[src/rtl/wb_stage.sv]
// Write-back stage: selects ALU / PC+4 / extended load data and issues one registered register-file write per instruction.
// Latency: rf_we one cycle after accept (non-load) or after the dmem_rvalid edge (load); in_ready low while waiting for load data.
// Optional feature macro: WB_RETIRE_CNT_EN enables the retire_count write counter.
module wb_stage #(
    parameter int XLEN = 32,
    parameter int AW   = 5
) (
    input  logic            clk,
    input  logic            rst_n,
    input  logic            flush,
    input  logic            in_valid,
    output logic            in_ready,
    input  logic            in_we,
    input  logic [AW-1:0]   in_rd,
    input  logic [1:0]      in_wbsel,
    input  logic [XLEN-1:0] in_pc,
    input  logic [XLEN-1:0] in_alu,
    input  logic [2:0]      in_funct3,
    input  logic            dmem_rvalid,
    input  logic [XLEN-1:0] dmem_rdata,
    output logic            rf_we,
    output logic [AW-1:0]   rf_rd,
    output logic [XLEN-1:0] rf_wdata,
    output logic            pend_valid,
    output logic [AW-1:0]   pend_rd,
    output logic [31:0]     retire_count
);

    localparam logic [1:0] S_IDLE  = 2'd0;
    localparam logic [1:0] S_WAIT  = 2'd1;
    localparam logic [1:0] S_WRITE = 2'd2;

    logic [1:0]      state;
    logic            lat_we;
    logic [AW-1:0]   lat_rd;
    logic [2:0]      lat_f3;
    logic [1:0]      lat_a;
    logic            accept;
    logic            wr_ok;
    logic [7:0]      ld_byte;
    logic [15:0]     ld_half;
    logic [XLEN-1:0] ld_data;

    // in_ready is forced low while reset is asserted
    assign in_ready   = rst_n && (state != S_WAIT);
    assign accept     = in_valid && in_ready;
    assign wr_ok      = lat_we && (lat_rd != '0);
    assign pend_valid = (state != S_IDLE) && wr_ok;
    assign pend_rd    = pend_valid ? lat_rd : '0;

    always_comb begin
        ld_byte = dmem_rdata[{lat_a, 3'b000} +: 8];
        ld_half = dmem_rdata[{lat_a[1], 4'b0000} +: 16];
        case (lat_f3)
            3'b000:  ld_data = {{(XLEN-8){ld_byte[7]}}, ld_byte};
            3'b100:  ld_data = {{(XLEN-8){1'b0}}, ld_byte};
            3'b001:  ld_data = {{(XLEN-16){ld_half[15]}}, ld_half};
            3'b101:  ld_data = {{(XLEN-16){1'b0}}, ld_half};
            default: ld_data = dmem_rdata;
        endcase
    end

    always_ff @(posedge clk or negedge rst_n) begin
        if (!rst_n) begin
            state    <= S_IDLE;
            lat_we   <= 1'b0;
            lat_rd   <= '0;
            lat_f3   <= '0;
            lat_a    <= '0;
            rf_we    <= 1'b0;
            rf_rd    <= '0;
            rf_wdata <= '0;
        end else if (flush) begin
            state <= S_IDLE;
            rf_we <= 1'b0;
        end else begin
            case (state)
                S_WAIT: begin
                    if (dmem_rvalid) begin
                        state    <= S_WRITE;
                        rf_we    <= wr_ok;
                        rf_wdata <= ld_data;
                    end
                end
                S_IDLE, S_WRITE: begin
                    rf_we <= 1'b0;
                    state <= S_IDLE;
                    if (accept) begin
                        lat_we <= in_we;
                        lat_rd <= in_rd;
                        lat_f3 <= in_funct3;
                        lat_a  <= in_alu[1:0];
                        rf_rd  <= in_rd;
                        if (in_wbsel == 2'b00) begin
                            state <= S_WAIT;
                        end else begin
                            state    <= S_WRITE;
                            rf_we    <= in_we && (in_rd != '0);
                            rf_wdata <= (in_wbsel == 2'b01) ? in_alu : in_pc + XLEN'(4);
                        end
                    end
                end
                default: begin
                    state <= S_IDLE;
                    rf_we <= 1'b0;
                end
            endcase
        end
    end

`ifdef WB_RETIRE_CNT_EN
    logic [31:0] retire_q;
    always_ff @(posedge clk or negedge rst_n) begin
        if (!rst_n)
            retire_q <= '0;
        else if (rf_we)
            retire_q <= retire_q + 32'd1;
    end
    assign retire_count = retire_q;
`else
    assign retire_count = '0;
`endif

endmodule

[config.mk]
export PLATFORM = sky130hd
export DESIGN_NAME = wb_stage
export DESIGN_NICKNAME = d
export VERILOG_FILES = /design/src/rtl/wb_stage.sv
export SDC_FILE = /design/constraint.sdc
export NUM_CORES = 1
export LEC_CHECK = 0
export CAP_MARGIN = 5
export CORE_MARGIN = 10
export CORE_UTILIZATION = 45
export CTS_CLUSTER_SIZE = 16
export DETAILED_ROUTE_END_ITERATION = 16
export PLACE_DENSITY = 0.88
export RECOVER_POWER = 100
export SLEW_MARGIN = 40
export SYNTH_ARGS = -nofsm -noshare
export SYNTH_HDL_FRONTEND = slang
export SYNTH_SLANG_ARGS = --single-unit
[constraint.sdc]
create_clock -name clk -period 3.2 [get_ports clk]
set_input_delay 0.64 -clock clk [delete_from_list [all_inputs] [get_ports clk]]
set_output_delay 0.64 -clock clk [all_outputs]
set_load 0.03 [all_outputs]
==> results of run 1 <==
==> power groups by stage <==
| stage | combinational [W] | sequential, W | clock, W |
|---|---|---|---|
| floorplan | 0.000482 | 0.00101 | 0 |
| global placement | 0.00115 | 0.000821 | 0 |
| detailed placement | 0.00117 | 0.000827 | 0 |
| CTS | 0.00118 | 0.000818 | 0.000455 |
| global route | 0.00122 | 0.000832 | 0.000478 |
| finish | 0.00114 | 0.000817 | 0.000460 |
==> area by class of cell <==
type / instances / area (um^2)
multi-input cells: 417 / 2470
clock buffers: 5 / 68.8
repair buffers: 166 / 1580
clock inverters: 3 / 43.8
well taps: 105 / 131
inverters: 6 / 22.5
flip-flops and latches: 46 / 1150
fillers: 700 / 2870
==> cell families after synthesis <==
group / Yosys count
buf+inv: 69
mux: 9
flops: 46
simple gates: 220
other cells: 1
compound gates: 137
fa+ha+maj: 1
xor+xnor: 18
==> flip-flops by register name, indices dropped and copies added, names as in the netlist <==
signal,count
rf_wdata,32
lat_a,2
rf_we,1
lat_we,1
state,2
lat_rd,5
lat_f3,3
==> routing by layer <==
metal	wire, um	up-vias	global-route usage
li1	-	2073	-
met1	5870	2167	0.286
met2	7450	355	0.371
met3	1870	62	0.0671
met4	664	0	0.107
met5	0	-	0
==> how the worst max path moves through the flow <==
| stage | to | slack [ns] | cells past startpoint |
|---|---|---|---|
| after floorplan | pend_rd[0] | 0.83 | 4 |
| after global placement | rf_wdata[14] | 0.59 | 6 |
| after detailed placement | pend_rd[1] | 0.46 | 5 |
| after CTS | pend_rd[3] | 0.12 | 5 |
| after global routing | rf_wdata[18] | 0.07 | 6 |
| final | pend_valid | 0.26 | 4 |
==> stage by stage <==
stage	total power, W	hold slack (ns)
after floorplan	0.00149	0.344
after global placement	0.00197	0.463
after detailed placement	0.00200	0.475
after CTS	0.00245	0.372
after global routing	0.00253	0.526
final	0.00241	0.485
==> critical path, delay by kind of cell (launching register included) <==
kind	cells	cell delay [ns]
simple gates	2	0.71
buf+inv	1	0.64
flops	1	0.41
compound gates	1	0.23
==> placed cells by master, fill, tap and decap left out, drive strengths merged, types with 5 or more instances in the layout <==
| cell type | count |
|---|---|
| conb | 32 |
| xnor2 | 10 |
| nor4 | 7 |
| inv | 7 |
| nand2 | 92 |
| o21ai | 28 |
| mux2i | 8 |
| clkdlybuf4s50 | 111 |
| clkbuf | 15 |
| nand4 | 14 |
| nor3 | 19 |
| a31oi | 8 |
| o221ai | 17 |
| a21oi | 33 |
| buf | 6 |
| and2 | 10 |
| o32ai | 5 |
| dlygate4sd3 | 39 |
| nor2 | 28 |
| dfrtp | 46 |
| and4 | 6 |
| xor2 | 8 |
| nand3 | 17 |
| nor2b | 5 |
| a211oi | 16 |
==> timing repair <==
item	in CTS	in global routing
setup endpoints to repair	0	5
resized for setup	0	5
hold buffers	0	0
==> impl_results.md, run 1 <==
* Most area-consuming cells after synthesis: dfrtp_1, nand2_1, buf_4
* Mean Syn Cell Area at 7.81 um^2
* Maximum vdd drop at 0.222 mV
* Logic pwr share at 0.471
* Initial core utilization at 0.469
* YS warnings at 0
* Post-CTS setup buffers at 0
* Yosys top cell by area: dfrtp_1
* Clk Latency, worst-skew pair at 0.32 ns
* Pwr/cell area at 441 nW/um^2
* Simple-Gate Fraction of Synth Area at 0.282
* Net switching power at 0.00102 W
* Initial antenna violation count at 0
* Sequential power share at 0.339
* Min-Delay Startpoint: rf_wdata[23]
* Yosys top cell area share at 0.294
* Final worst setup slack at 0.256 ns
* Final setup skew at 0.00755 ns
* Post-synth EDFFs at 0
* Hold EP: rf_wdata[23]
* Slew Limit Fails at 0
* Leak at 2.17 nW
* XOR/XNOR share of the synthesized area at 0.0403
* Largest net degree at the start of global routing at 29
* Root Driver: clkbuf_8
* Yosys reg bits at 46
* WL/cell at 21.2 um
* Number of port buffers at 156
* Post-layout minimum cycle time at 2.94 ns
* Relative slew margins at 0.0115
* Setup_tns at 0 ns
* CP max stage cell: clkdlybuf4s50_1
* Drc violations at 0
* Post-synthesis compound-gate area fraction at 0.253
* GRT Util Overall at 0.234
* Place WS at 0.460 ns
* Setup crit start kind: flip-flop
* R2R depth at 6
* Congestion Overflow GR at 0
* TritonCTS clock tree: yes
* Most common cell in the netlist: nand2_1
* Asr flop ratio synth at 1.00
* Final hold violation count at 0
* Post-synthesis cell type count at 62
* Cell row count at 33
* Outcome: finished clean
* Diodes inserted at 0
* Total of max-cap violations at 0
* CP cell instances: or4_1, o21ai_0, nor2_1, clkdlybuf4s50_1
* CTS Sinks at 46
* Commonest cells post-synth: nand2_1, dfrtp_1, a21oi_1, buf_4, nor2_1
* Fraction of layout cells with a size suffix above 1 at 0.0560
* Reg clk slew, reported paths at 0.10 ns
* Cells after DPL at 740
* Die ar. at 12800 um^2
* Total CTS buffers at 5
* Core Region at 8340 um^2
* Area after DPL at 5420 um^2
* Global-route wire length before repair at 24600 um
* R2r endpoint: rf_wdata[10]
* Vias in the first global route at 4567
* Crit. End Element: primary output
* Area delta synth->final at 39.8%
* CP arrival at 2.30 ns
* # IOs at 189
* Hold Path Cell Cnt at 2
* Final ANT Viol Nets at 0
* RSZ-0062 raised after global routing: no
* Netlist Area Pre-Place at 3920 um^2
* Largest family of logic cells by synthesized area: simple AND/OR/NAND/NOR gates
* R2R setup slack at 0.42 ns
* R2R Path Start: state[0]
* Fin crit share at 0.920
* Post-Synth Adder-Cell Area at 0.00320
* Vias post-DR at 4657
* WL final at 15900 um
* Crit path launch: lat_rd[1]
* Tightest Pin Transition at 1.48 ns
* Post-route cell area at 5470 um^2
* Vias per inst at 6.23
* DP Wirelength at 12700 um
* Synth Instances at 501
* Die outline width at 113 um
* Switching portion of total power at 0.424
* Fmax at 340 MHz
* Fin util at 0.656
* Clk pwr share at 0.191
* RD Place Congestion at 0.959
* Hold WC Path Type: reg2reg
* Main synth FF type: dfrtp_1
* Final Net Count at 755
* Clk buf depth at 2
* CP max stage delay at 0.64 ns
* Crit Path Max Fanout at 6
* Internal power at 0.00139 W
* Final Setup Violations at 0
* Iter 0 DRT Violations at 514
* Mux cell area share after synthesis at 0.0233
* Final Instance Count excl. Fillers at 748
* WP data required at 2.56 ns
* H-tree depth at 2
* Post-synthesis sequential area ratio at 0.294
* Pre-antenna DRT Iters at 10
* Die Span Y at 113 um
* CP Class: reg2out
Power figures use the tool's default switching activity.
==> run 2: changes to the inputs <==
- CAP_MARGIN: 5 -> 20
- CTS_CLUSTER_SIZE: 16 -> not set
==> results of run 2 <==
Final layout, timing and power as in run 1 (identical DEF).
==> run 3: changes to the inputs <==
- ABC_AREA: not set -> 1
- CORE_MARGIN: 10 -> 5
- CORE_UTILIZATION: 45 -> 47
- PLACE_DENSITY: 0.88 -> 0.87
==> run 3 against run 2 <==
  * Via count rose by 14%
  * Maximum frequency is 3.1% higher
  * Clock power hardly changed
  * Core utilization increased by 0.37 points
  * Die area fell by 9.3%
  * Global-route usage grew 3.6 points
  * Cell count grew 42%
  * Register-to-register slack improved by 0.68 ns
  * Critical path type unchanged
  * First-iteration DRC count shrank 41%
  * Final area increased by 12%
  * Sequential power decreased by 3.5%
==> impl_results.md, run 3 <==
* Total of max-cap violations at 0 (unchanged)
* Main synth FF type: dfrtp_1 (unchanged)
* # IOs at 189 (unchanged)
* Reg clk slew, reported paths at 0.10 ns (about the same)
* Crit. End Element: primary output (unchanged)
* TritonCTS clock tree: yes (unchanged)
* Die Span Y at 108 um (was 113 um)
* Post-Synth Adder-Cell Area at 0.00278 (was 0.00320)
* Outcome: finished clean (unchanged)
* WP data required at 2.56 ns (about the same)
* Cell row count at 35 (was 33)
* Post-synthesis cell type count at 34 (was 62)
* Clk buf depth at 2 (unchanged)
* Most flops, register: rf_wdata (unchanged)
* Post-synthesis compound-gate area fraction at 0.114 (was 0.253)
* Total CTS buffers at 5 (unchanged)
* CP max stage cell: dlygate4sd3_1 (was clkdlybuf4s50_1)
* Simple-Gate Fraction of Synth Area at 0.441 (was 0.282)
* Most common cell in the netlist: nand2_1 (unchanged)
* WL final at 15600 um (was 15900 um)
* CP arrival at 2.21 ns (was 2.30 ns)
* Initial antenna violation count at 1 (was 0)
* Drc violations at 0 (unchanged)
* WL/cell at 14.7 um (was 21.2 um)
* Final setup skew at 0.00705 ns (was 0.00755 ns)
* Final hold violation count at 0 (unchanged)
* CTS Sinks at 46 (unchanged)
* Fmax at 350 MHz (was 340 MHz)
* Fin crit share at 0.892 (was 0.920)
* Global-route wire length before repair at 24700 um (was 24600 um)
* XOR/XNOR share of the synthesized area at 0.00778 (was 0.0403)
* CP cell instances: nor3_1, nand3_1, nand2_1, a21oi_1, inv_1, nor2_1, dlygate4sd3_1 (was or4_1, o21ai_0, nor2_1, clkdlybuf4s50_1)
* CP max stage delay at 0.75 ns (was 0.64 ns)
* Vias per inst at 5.00 (was 6.23)
* Mean Syn Cell Area at 5.69 um^2 (was 7.81 um^2)
* Hold WC Path Type: reg2reg (unchanged)
* RSZ-0062 raised after global routing: no (unchanged)
* Final Setup Violations at 0 (unchanged)
* Buffers & Inverters on Critical Path at 2 (was 1)
* Crit Path Max Fanout at 4 (was 6)
* Final ANT Viol Nets at 0 (unchanged)
* Vias in the first global route at 5024 (was 4567)
* CTS Hold Bufs at 0 (unchanged)
* Fraction of layout cells with a size suffix above 1 at 0.0385 (was 0.0560)
* Final Net Count at 1047 (was 755)
* Clk Latency, worst-skew pair at 0.32 ns (about the same)
* Leak at 3.13 nW (was 2.17 nW)
* Slew Limit Fails at 0 (unchanged)
* Yosys reg bits at 46 (unchanged)
* GRT Util Overall at 0.269 (was 0.234)
* Asr flop ratio synth at 1.00 (unchanged)
* Congestion Overflow GR at 0 (unchanged)
* Post-cts gate resize count at 0 (unchanged)
* Cell family with most CP delay: buffers and inverters (was simple AND/OR/NAND/NOR gates)
* Top Registers: rf_wdata x32, lat_rd x5, lat_f3 x3 (unchanged)
* Setup crit start kind: flip-flop (unchanged)
* Die ar. at 11600 um^2 (was 12800 um^2)
* Post-synth EDFFs at 0 (unchanged)
* Largest net degree at the start of global routing at 62 (was 29)
* YS warnings at 0 (unchanged)
* Area after DPL at 6020 um^2 (was 5420 um^2)
* Area delta synth->final at 36.0% (was 39.8%)
* Tightest Pin Transition at 1.18 ns (was 1.48 ns)
* Largest family of logic cells by synthesized area: simple AND/OR/NAND/NOR gates (unchanged)
* Root Driver: clkbuf_8 (unchanged)
* Vias post-DR at 5324 (was 4657)
* Relative slew margins at 0.210 (was 0.0115)
* Mux cell area share after synthesis at 0.00694 (was 0.0233)
* DP Wirelength at 12500 um (was 12700 um)
* Pwr/cell area at 383 nW/um^2 (was 441 nW/um^2)
* Post-CTS setup buffers at 0 (unchanged)
* Netlist Area Pre-Place at 4500 um^2 (was 3920 um^2)
* Iter 0 DRT Violations at 304 (was 514)
* Commonest cells post-synth: nand2_1, inv_1, nand3_1, nor2_1 (was nand2_1, dfrtp_1, a21oi_1, buf_4, nor2_1)
* Pre-antenna DRT Iters at 5 (was 10)
* Commonest cells after routing, fill and taps aside: nand2_1, clkdlybuf4s50_1, inv_1 (was clkdlybuf4s50_1, nand2_1, dfrtp_1)
* Most common cell after layout, fill and taps aside: nand2_1 (was clkdlybuf4s50_1)
* Number of port buffers at 156 (unchanged)
* Core Region at 9280 um^2 (was 8340 um^2)
* Yosys top cell by area: dfrtp_1 (unchanged)
* Setup_tns at 0 ns (unchanged)
* Die outline width at 108 um (was 113 um)
* Post-route cell area at 6130 um^2 (was 5470 um^2)
* Max reg flops at 32 (unchanged)
* RD Place Congestion at 1.04 (was 0.959)
* Initial core utilization at 0.485 (was 0.469)
* Synth Instances at 792 (was 501)
* CP Class: reg2out (unchanged)
* H-tree depth at 2 (unchanged)
* Post-layout minimum cycle time at 2.85 ns (was 2.94 ns)
* Most area-consuming cells after synthesis: dfrtp_1, nand2_1, nand3_1 (was dfrtp_1, nand2_1, buf_4)
* Maximum vdd drop at 0.314 mV (was 0.222 mV)
* Post-synthesis sequential area ratio at 0.256 (was 0.294)
* Yosys top cell area share at 0.256 (was 0.294)
==> run 3: cell type report <==
| cell class | count | area (um^2) |
|---|---|---|
| Clock inverter | 3 | 45.0 |
| Timing Repair Buffer | 165 | 1620 |
| Fill cell | 872 | 3160 |
| Multi-Input combinational cell | 614 | 2700 |
| Clock buffer | 5 | 68.8 |
| Antenna cell | 1 | 2.50 |
| Inverter | 102 | 383 |
| Tap cell | 129 | 161 |
| Sequential cell | 46 | 1150 |
==> run 3: worst paths after layout <==
| path | startpoint | end | slack, ns | cells past startpoint |
|---|---|---|---|---|
| min in group asynchronous | rst_n | rf_wdata[4] | 0.81 | 2 |
| setup / recovery | lat_rd[3] | pend_rd[2] | 0.35 | 7 |
| hold / removal | rf_wdata[19] | rf_wdata[19] | 0.48 | 2 |
| max in group asynchronous | rst_n | rf_wdata[10] | 1.68 | 2 |
| hold reg to reg | rf_wdata[19] | rf_wdata[19] | 0.48 | 2 |
| setup reg to reg | state[0] | rf_wdata[25] | 1.10 | 10 |
==> run 3: cell families (layout without fill, tap and decap cells) <==
| kind of cell | Yosys count | in the layout |
|---|---|---|
| AO/OA/AOI/OAI | 92 | 92 |
| XOR/XNOR | 4 | 4 |
| adder cells (fa/ha/maj) | 1 | 1 |
| buffers and inverters | 163 | 275 |
| flip-flops | 46 | 46 |
| multiplexers | 3 | 3 |
| other | 1 | 33 |
| AND/OR/NAND/NOR | 482 | 482 |
==> run 3: metrics by stage <==
step                      hold WS, ns   util  total power (W)  std cells  setup slack (ns)
after CTS                       0.488  0.660          0.00241       1064             0.393
after floorplan                 0.344      -          0.00146        823             0.621
final                           0.476  0.660          0.00235       1065             0.346
after global routing            0.496  0.660          0.00249       1065             0.189
after detailed placement        0.464  0.648          0.00195       1056             0.669
after global placement          0.461  0.648          0.00194       1056             0.725
==> run 3: metal layers <==
metal	global-route usage	vias up	wire length (um)
met5	0	-	0
met4	0.170	0	965
met3	0.0420	49	1310
met2	0.431	257	7150
met1	0.336	2337	6180
li1	-	2681	-
==> run 3: power by group <==
group	total [W]	internal, W	leakage [nW]	switching, W
Sequential	0.000788	0.000701	0.565	0.0000870
Combinational	0.00110	0.000420	2.52	0.000683
Clock	0.000457	0.000233	0.0504	0.000224
==> run 3: tightest hold or removal path, cell delays in order, from the launching register on <==
cell and delay [ns]:
dfrtp_1 0.35, nand2_1 0.05, nand2_1 0.05
